[src/rtl/lcd_row_streamer.sv]
// rtl/lcd_row_streamer.sv - serialises two LCD row images into a command/character byte stream
module lcd_row_streamer #(
  parameter int         ROW_CHARS = 16,
  parameter logic [7:0] CMD_ROW1  = 8'h80,
  parameter logic [7:0] CMD_ROW2  = 8'hC0
) (
  input  logic                   clk,
  input  logic                   nRst,
  input  logic [8*ROW_CHARS-1:0] row1,
  input  logic [8*ROW_CHARS-1:0] row2,
  output logic                   out_valid,
  output logic                   out_rs,
  output logic [7:0]             out_data,
  input  logic                   out_ready,
  output logic                   busy,
  output logic                   frame_done
);
  localparam int IDX_W = (ROW_CHARS > 1) ? $clog2(ROW_CHARS) : 1;
  localparam logic [IDX_W-1:0] LAST_IDX = IDX_W'(ROW_CHARS - 1);

  typedef enum logic [2:0] {IDLE, CMD1, DATA1, CMD2, DATA2, DONE} state_t;

  state_t                 state, state_next;
  logic [IDX_W-1:0]       char_idx, char_idx_next;
  logic [8*ROW_CHARS-1:0] snap1, snap2, shadow1, shadow2;
  logic                   dirty;
  logic                   valid_next, rs_next, busy_next, done_next;
  logic [7:0]             data_next;
  logic                   accept, start;

  // Char 0 sits in the most significant byte of the row image.
  function automatic logic [7:0] char_at(input logic [8*ROW_CHARS-1:0] img,
                                         input logic [IDX_W-1:0] idx);
    return img[8*(ROW_CHARS-1-int'(idx)) +: 8];
  endfunction

  assign accept = out_valid && out_ready;
  assign start  = (state == IDLE) && (dirty || (row1 != shadow1) || (row2 != shadow2));

  // Next-state and next-output decode; outputs are registered so out_ready never reaches them combinationally.
  always_comb begin
    state_next    = state;
    char_idx_next = char_idx;
    valid_next    = out_valid;
    rs_next       = out_rs;
    data_next     = out_data;
    busy_next     = busy;
    done_next     = 1'b0;
    case (state)
      IDLE: begin
        if (start) begin
          state_next = CMD1;
          valid_next = 1'b1;
          rs_next    = 1'b0;
          data_next  = CMD_ROW1;
          busy_next  = 1'b1;
        end
      end
      CMD1: begin
        if (accept) begin
          state_next    = DATA1;
          char_idx_next = '0;
          rs_next       = 1'b1;
          data_next     = char_at(snap1, '0);
        end
      end
      DATA1: begin
        if (accept) begin
          if (char_idx == LAST_IDX) begin
            state_next    = CMD2;
            char_idx_next = '0;
            rs_next       = 1'b0;
            data_next     = CMD_ROW2;
          end else begin
            char_idx_next = char_idx + 1'b1;
            data_next     = char_at(snap1, char_idx + 1'b1);
          end
        end
      end
      CMD2: begin
        if (accept) begin
          state_next    = DATA2;
          char_idx_next = '0;
          rs_next       = 1'b1;
          data_next     = char_at(snap2, '0);
        end
      end
      DATA2: begin
        if (accept) begin
          if (char_idx == LAST_IDX) begin
            state_next    = DONE;
            char_idx_next = '0;
            valid_next    = 1'b0;
            rs_next       = 1'b0;
            data_next     = 8'h00;
            busy_next     = 1'b0;
            done_next     = 1'b1;
          end else begin
            char_idx_next = char_idx + 1'b1;
            data_next     = char_at(snap2, char_idx + 1'b1);
          end
        end
      end
      DONE: begin
        state_next = IDLE;
      end
      default: begin
        state_next = IDLE;
      end
    endcase
  end

  // State, index and output registers.
  always_ff @(posedge clk) begin
    if (nRst) begin
      state      <= IDLE;
      char_idx   <= '0;
      out_valid  <= 1'b0;
      out_rs     <= 1'b0;
      out_data   <= 8'h00;
      busy       <= 1'b0;
      frame_done <= 1'b0;
    end else begin
      state      <= state_next;
      char_idx   <= char_idx_next;
      out_valid  <= valid_next;
      out_rs     <= rs_next;
      out_data   <= data_next;
      busy       <= busy_next;
      frame_done <= done_next;
    end
  end

  // Snapshot at frame start; shadow only learns the image once a whole frame has gone out.
  always_ff @(posedge clk) begin
    if (nRst) begin
      snap1   <= '0;
      snap2   <= '0;
      shadow1 <= '0;
      shadow2 <= '0;
      dirty   <= 1'b1;
    end else begin
      if (start) begin
        snap1 <= row1;
        snap2 <= row2;
        dirty <= 1'b0;
      end
      if (state == DONE) begin
        shadow1 <= snap1;
        shadow2 <= snap2;
      end
    end
  end
endmodule

[config.mk]
export PLATFORM = sky130hd
export DESIGN_NAME = lcd_row_streamer
export DESIGN_NICKNAME = d
export VERILOG_FILES = /design/src/rtl/lcd_row_streamer.sv
export SDC_FILE = /design/constraint.sdc
export NUM_CORES = 1
export LEC_CHECK = 0
export BUFFER_PORTS_ARGS = -buffer_cell sky130_fd_sc_hd__clkbuf_2
export CAP_MARGIN = 25
export CORE_AREA = 2 2 200 202
export DETAILED_ROUTE_END_ITERATION = 8
export DIE_AREA = 0 0 202 204
export GPL_ROUTABILITY_DRIVEN = 1
export PLACE_DENSITY = 0.95
export SYNTH_ARGS = -nofsm -noshare
export SYNTH_HDL_FRONTEND = slang
export SYNTH_SLANG_ARGS = --single-unit
[constraint.sdc]
create_clock -name clk -period 6.7 [get_ports clk]
set_input_delay 0.335 -clock clk [delete_from_list [all_inputs] [get_ports clk]]
set_output_delay 0.335 -clock clk [all_outputs]
set_load 0.01 [all_outputs]
==> results.py <==
metrics = {
    "status": {
        "outcome": "finished clean",
    },
    "power": {
        "p_int_mw": 5.63,
        "powerDensity_mw_per_mm2": 275,
        "seqPwrFrac_pct": 45.1,
        "comb_power_share_pct": 13.1,
        "swShare_pct": 27.0,
        "power.clock.fraction_pct": 41.8,
        "vdd_drop_max_v": 0.000230,
        "leakage_nw": 11.1,
        "switchingPower_mw": 2.08,
    },
    "routing": {
        "vias": 22248,
        "avgRoutedWirePerCell_um": 28.3,
        "drt_wl_total_mm": 98.8,
        "drt_first_pass_iters": 7,
        "drtIter0Drc": 2799,
        "ant_nets": 0,
        "viasPerCell": 6.37,
        "route.detailed.drc": 0,
    },
    "sta": {
        "hold_viol_final": 0,
        "relSlewSlack_pct": 19.7,
        "fmax_ghz": 0.242,
        "worstMarginPinSlew_ns": 1.20,
        "fin_crit_sh_pct": 61.6,
        "finClkSkew_ns": 0.0228,
        "final_max_slew_viol_count": 0,
        "tns_ns": 0,
        "setup_viol": 0,
        "rsz0062_at_grt": "no",
        "period_needed_ns": 4.13,
    },
    "die": {
        "die_y_um": 204,
        "pin_count": 271,
        "start_util_pct": 62.0,
        "num_rows": 73,
        "die_w_um": 202,
        "coreArea_mm2": 0.0392,
        "die_area_mm2": 0.0412,
    },
    "critical_path": {
        "timing.rr.end": "snap2[18]$_SDFFE_PP0P_",
        "r2r-start": "shadow1[126]$_SDFFE_PP0N_",
        "critical_path_required_ns": 7.16,
        "crit_arrival_ns": 4.58,
        "cp_cell_sequence": "xor2_1 -> nor4_1 -> nand4_1 -> or3_1 -> nor4_1 -> a31o_4 -> buf_12 -> mux2i_1 -> nor2_1",
        "cp.depth": 9,
        "path_buf_inv": 1,
        "crit_top_cell": "nor4_1",
        "crit_slowest_cell": "nor4_1",
        "crit_fanout": 95,
        "ff2ff_setup_slack_ns": 2.57,
        "critPathTopFamily": "simple AND/OR/NAND/NOR gates",
        "path_class": "reg -> reg",
        "endpoint": "snap2[18]$_SDFFE_PP0P_",
        "r2r_cells": 9,
        "crit_start": "shadow1[126]$_SDFFE_PP0N_",
        "startpoint_type": "register",
        "cp-end-kind": "register",
        "slowest_delay_ns": 0.63,
    },
    "min_path": {
        "hold_path.class": "in -> reg",
    },
    "synthesis": {
        "yosys.area_share.simple_pct": 17.3,
        "ys_types": 44,
        "synth_top_family_by_area": "multiplexers",
        "syn-num-nets": 2943,
        "yosys.area.top_type": "dfxtp_1",
        "synth-adder-area-share_pct": 0.0515,
        "synth_area_leaders": "dfxtp_1 44%, mux2i_1 11%, nand2_1 8.3%",
        "synth-compound-area-share_pct": 9.48,
        "synth-xor-area-share_pct": 5.38,
        "avgSynthCellArea_um2": 9.05,
        "synthCells": 2683,
        "ys_ff_latch": 531,
        "synth.area.mux_share_pct": 18.2,
        "ys_async_sr_fraction_pct": 0,
        "synth-seq-area-share_pct": 43.8,
        "ys_warn_count": 0,
        "synth_ff_type": "dfxtp_1",
        "synth_edf_count": 0,
        "synth_top_area_share_pct": 43.8,
        "syn_area_mm2": 0.0243,
    },
    "placement": {
        "portBuffers": 270,
        "place_area_mm2": 0.0255,
        "dp_hpwl_mm": 73.2,
        "gp_congestion": 1.02,
    },
    "clocking": {
        "cts_tree": "done",
        "cts_sinks": 531,
        "cts_root_buffer": "clkbuf_16",
        "cts_buffers": 53,
        "cts_buffer_depth": 3,
        "cts-resized-gates": 0,
        "path_clk_slew_ns": 0.07,
        "cts-htree-levels": 2,
        "insertion_delay_ns": 0.62,
    },
    "global_route": {
        "grt_usage_pct": 46.9,
        "grt_use_met1_pct": 59.1,
        "grt_pass1_vias": 21376,
        "antenna_found_initial": 9,
        "grt_overflow": 0,
        "grt_pass1_wl_mm": 140,
        "met3_usage_pct": 9.69,
        "grt_util_met2_pct": 73.6,
        "busiest_layer": "met2",
        "grt_max_degree": 247,
    },
    "layout": {
        "drive_above_1_share_pct": 16.1,
        "syn2layout_area_growth_pct": 15.6,
        "final_area_mm2": 0.0281,
        "final_cell_mix": "537 x nand2_1, 530 x dfxtp_1, 270 x mux2i_1, 269 x nor2_1, 269 x clkbuf_2",
        "final_common_cell": "nand2_1",
        "nets": 3180,
    },
    "run": {
        "drv_cap": 0,
    },
}
[synthesized netlist by cell type (6+ instances only)]
library cell / n
nor4_1: 38
nor3_1: 8
buf_12: 22
a22o_1: 6
a211oi_1: 8
o22ai_1: 29
dfxtp_1: 531
buf_2: 7
clkbuf_1: 123
xnor2_1: 75
inv_1: 86
a2111o_1: 16
a21oi_1: 268
mux2i_1: 270
nand3_1: 8
nand2_1: 537
xor2_1: 74
a2111oi_0: 7
buf_6: 7
buf_1: 14
nand4_1: 31
o211ai_1: 13
nor2_1: 269
o2111ai_1: 11
mux4_2: 66
nand2b_1: 33
a221oi_1: 11
mux2_2: 21
nor2b_1: 65
[worst register-to-register path: stages (launching register included)]
cell	delay (ns)
dfxtp_1	0.42
xor2_1	0.36
nor4_1	0.63
nand4_1	0.30
or3_1	0.39
nor4_1	0.34
a31o_4	0.47
buf_12	0.55
mux2i_1	0.44
nor2_1	0.08
[cell families after synthesis]
family | Yosys count
and+or+nand+nor | 996
DFF | 531
AOI/OAI and AO/OA | 387
muxes | 357
buffers and inverters | 262
xor gates and xnor gates | 149
adders and majority gates | 1
[flip-flops by register name, indices dropped and copies added (netlist names)]
name / cells
out_data: 8
out_rs: 1
snap1: 128
shadow1: 128
snap2: 128
frame_done: 1
shadow2: 128
busy: 1
char_idx: 4
dirty: 1
state: 3
[power by group through the flow]
stage               Clock [mW]  Sequential [mW]  Combinational (mW)
floorplan                    0             3.46               0.677
global placement             0             3.52               0.920
detailed placement           0             3.53               0.943
CTS                       3.20             3.46               0.984
global route              3.33             3.48                1.05
finish                    3.22             3.48                1.01
[how the worst min path moves through the flow]
| stage | cells past startpoint | start | slack [ns] | endpoint |
|---|---|---|---|---|
| floorplan | 1 | dirty$_SDFFE_PP1P_ | 0.43 | dirty$_SDFFE_PP1P_ |
| CTS | 3 | row1[17] | 0.0001 | snap1[17]$_SDFFE_PP0P_ |
| global route | 3 | row2[97] | 0.02 | snap2[97]$_SDFFE_PP0P_ |
| global placement | 1 | dirty$_SDFFE_PP1P_ | 0.44 | dirty$_SDFFE_PP1P_ |
| detailed placement | 1 | dirty$_SDFFE_PP1P_ | 0.45 | dirty$_SDFFE_PP1P_ |
| finish | 3 | row2[94] | 0.01 | snap2[94]$_SDFFE_PP0P_ |
[routing by layer]
metal | vias up | wire, um
met3 | 348 | 10000
met4 | 12 | 7320
met2 | 1567 | 44300
li1 | 9581 | -
met5 | - | 79
met1 | 10740 | 37000
[layout make-up]
class / count / area [um^2]
clock buffers: 75 / 1560
fillers: 2711 / 11100
diodes: 6 / 15.0
flip-flops and latches: 531 / 10600
clock inverters: 22 / 308
inverters: 87 / 327
repair buffers: 357 / 2260
well taps: 525 / 657
multi-input cells: 1890 / 12300
[metrics by stage]
| stage | utilization, % | hold WS [ns] | setup WS, ns | std cells | total power, mW |
|---|---|---|---|---|---|
| 2_1_floorplan | - | 0.427 | 4.07 | 2683 | 4.14 |
| 3_3_place_gp | 65.1 | 0.439 | 2.61 | 3324 | 4.44 |
| 3_5_place_dp | 65.1 | 0.447 | 2.61 | 3325 | 4.47 |
| 4_1_cts | 71.4 | 0.000106 | 2.71 | 3485 | 7.65 |
| 5_1_grt | 71.6 | 0.0190 | 2.51 | 3487 | 7.86 |
| 6_report | 71.6 | 0.0117 | 2.57 | 3493 | 7.71 |
[what timing repair did]
action | in CTS | in global routing
setup buffers | 0 | 0
hold buffers | 63 | 0
hold endpoints to repair | 63 | 0
(Power assumes the default switching activity.)
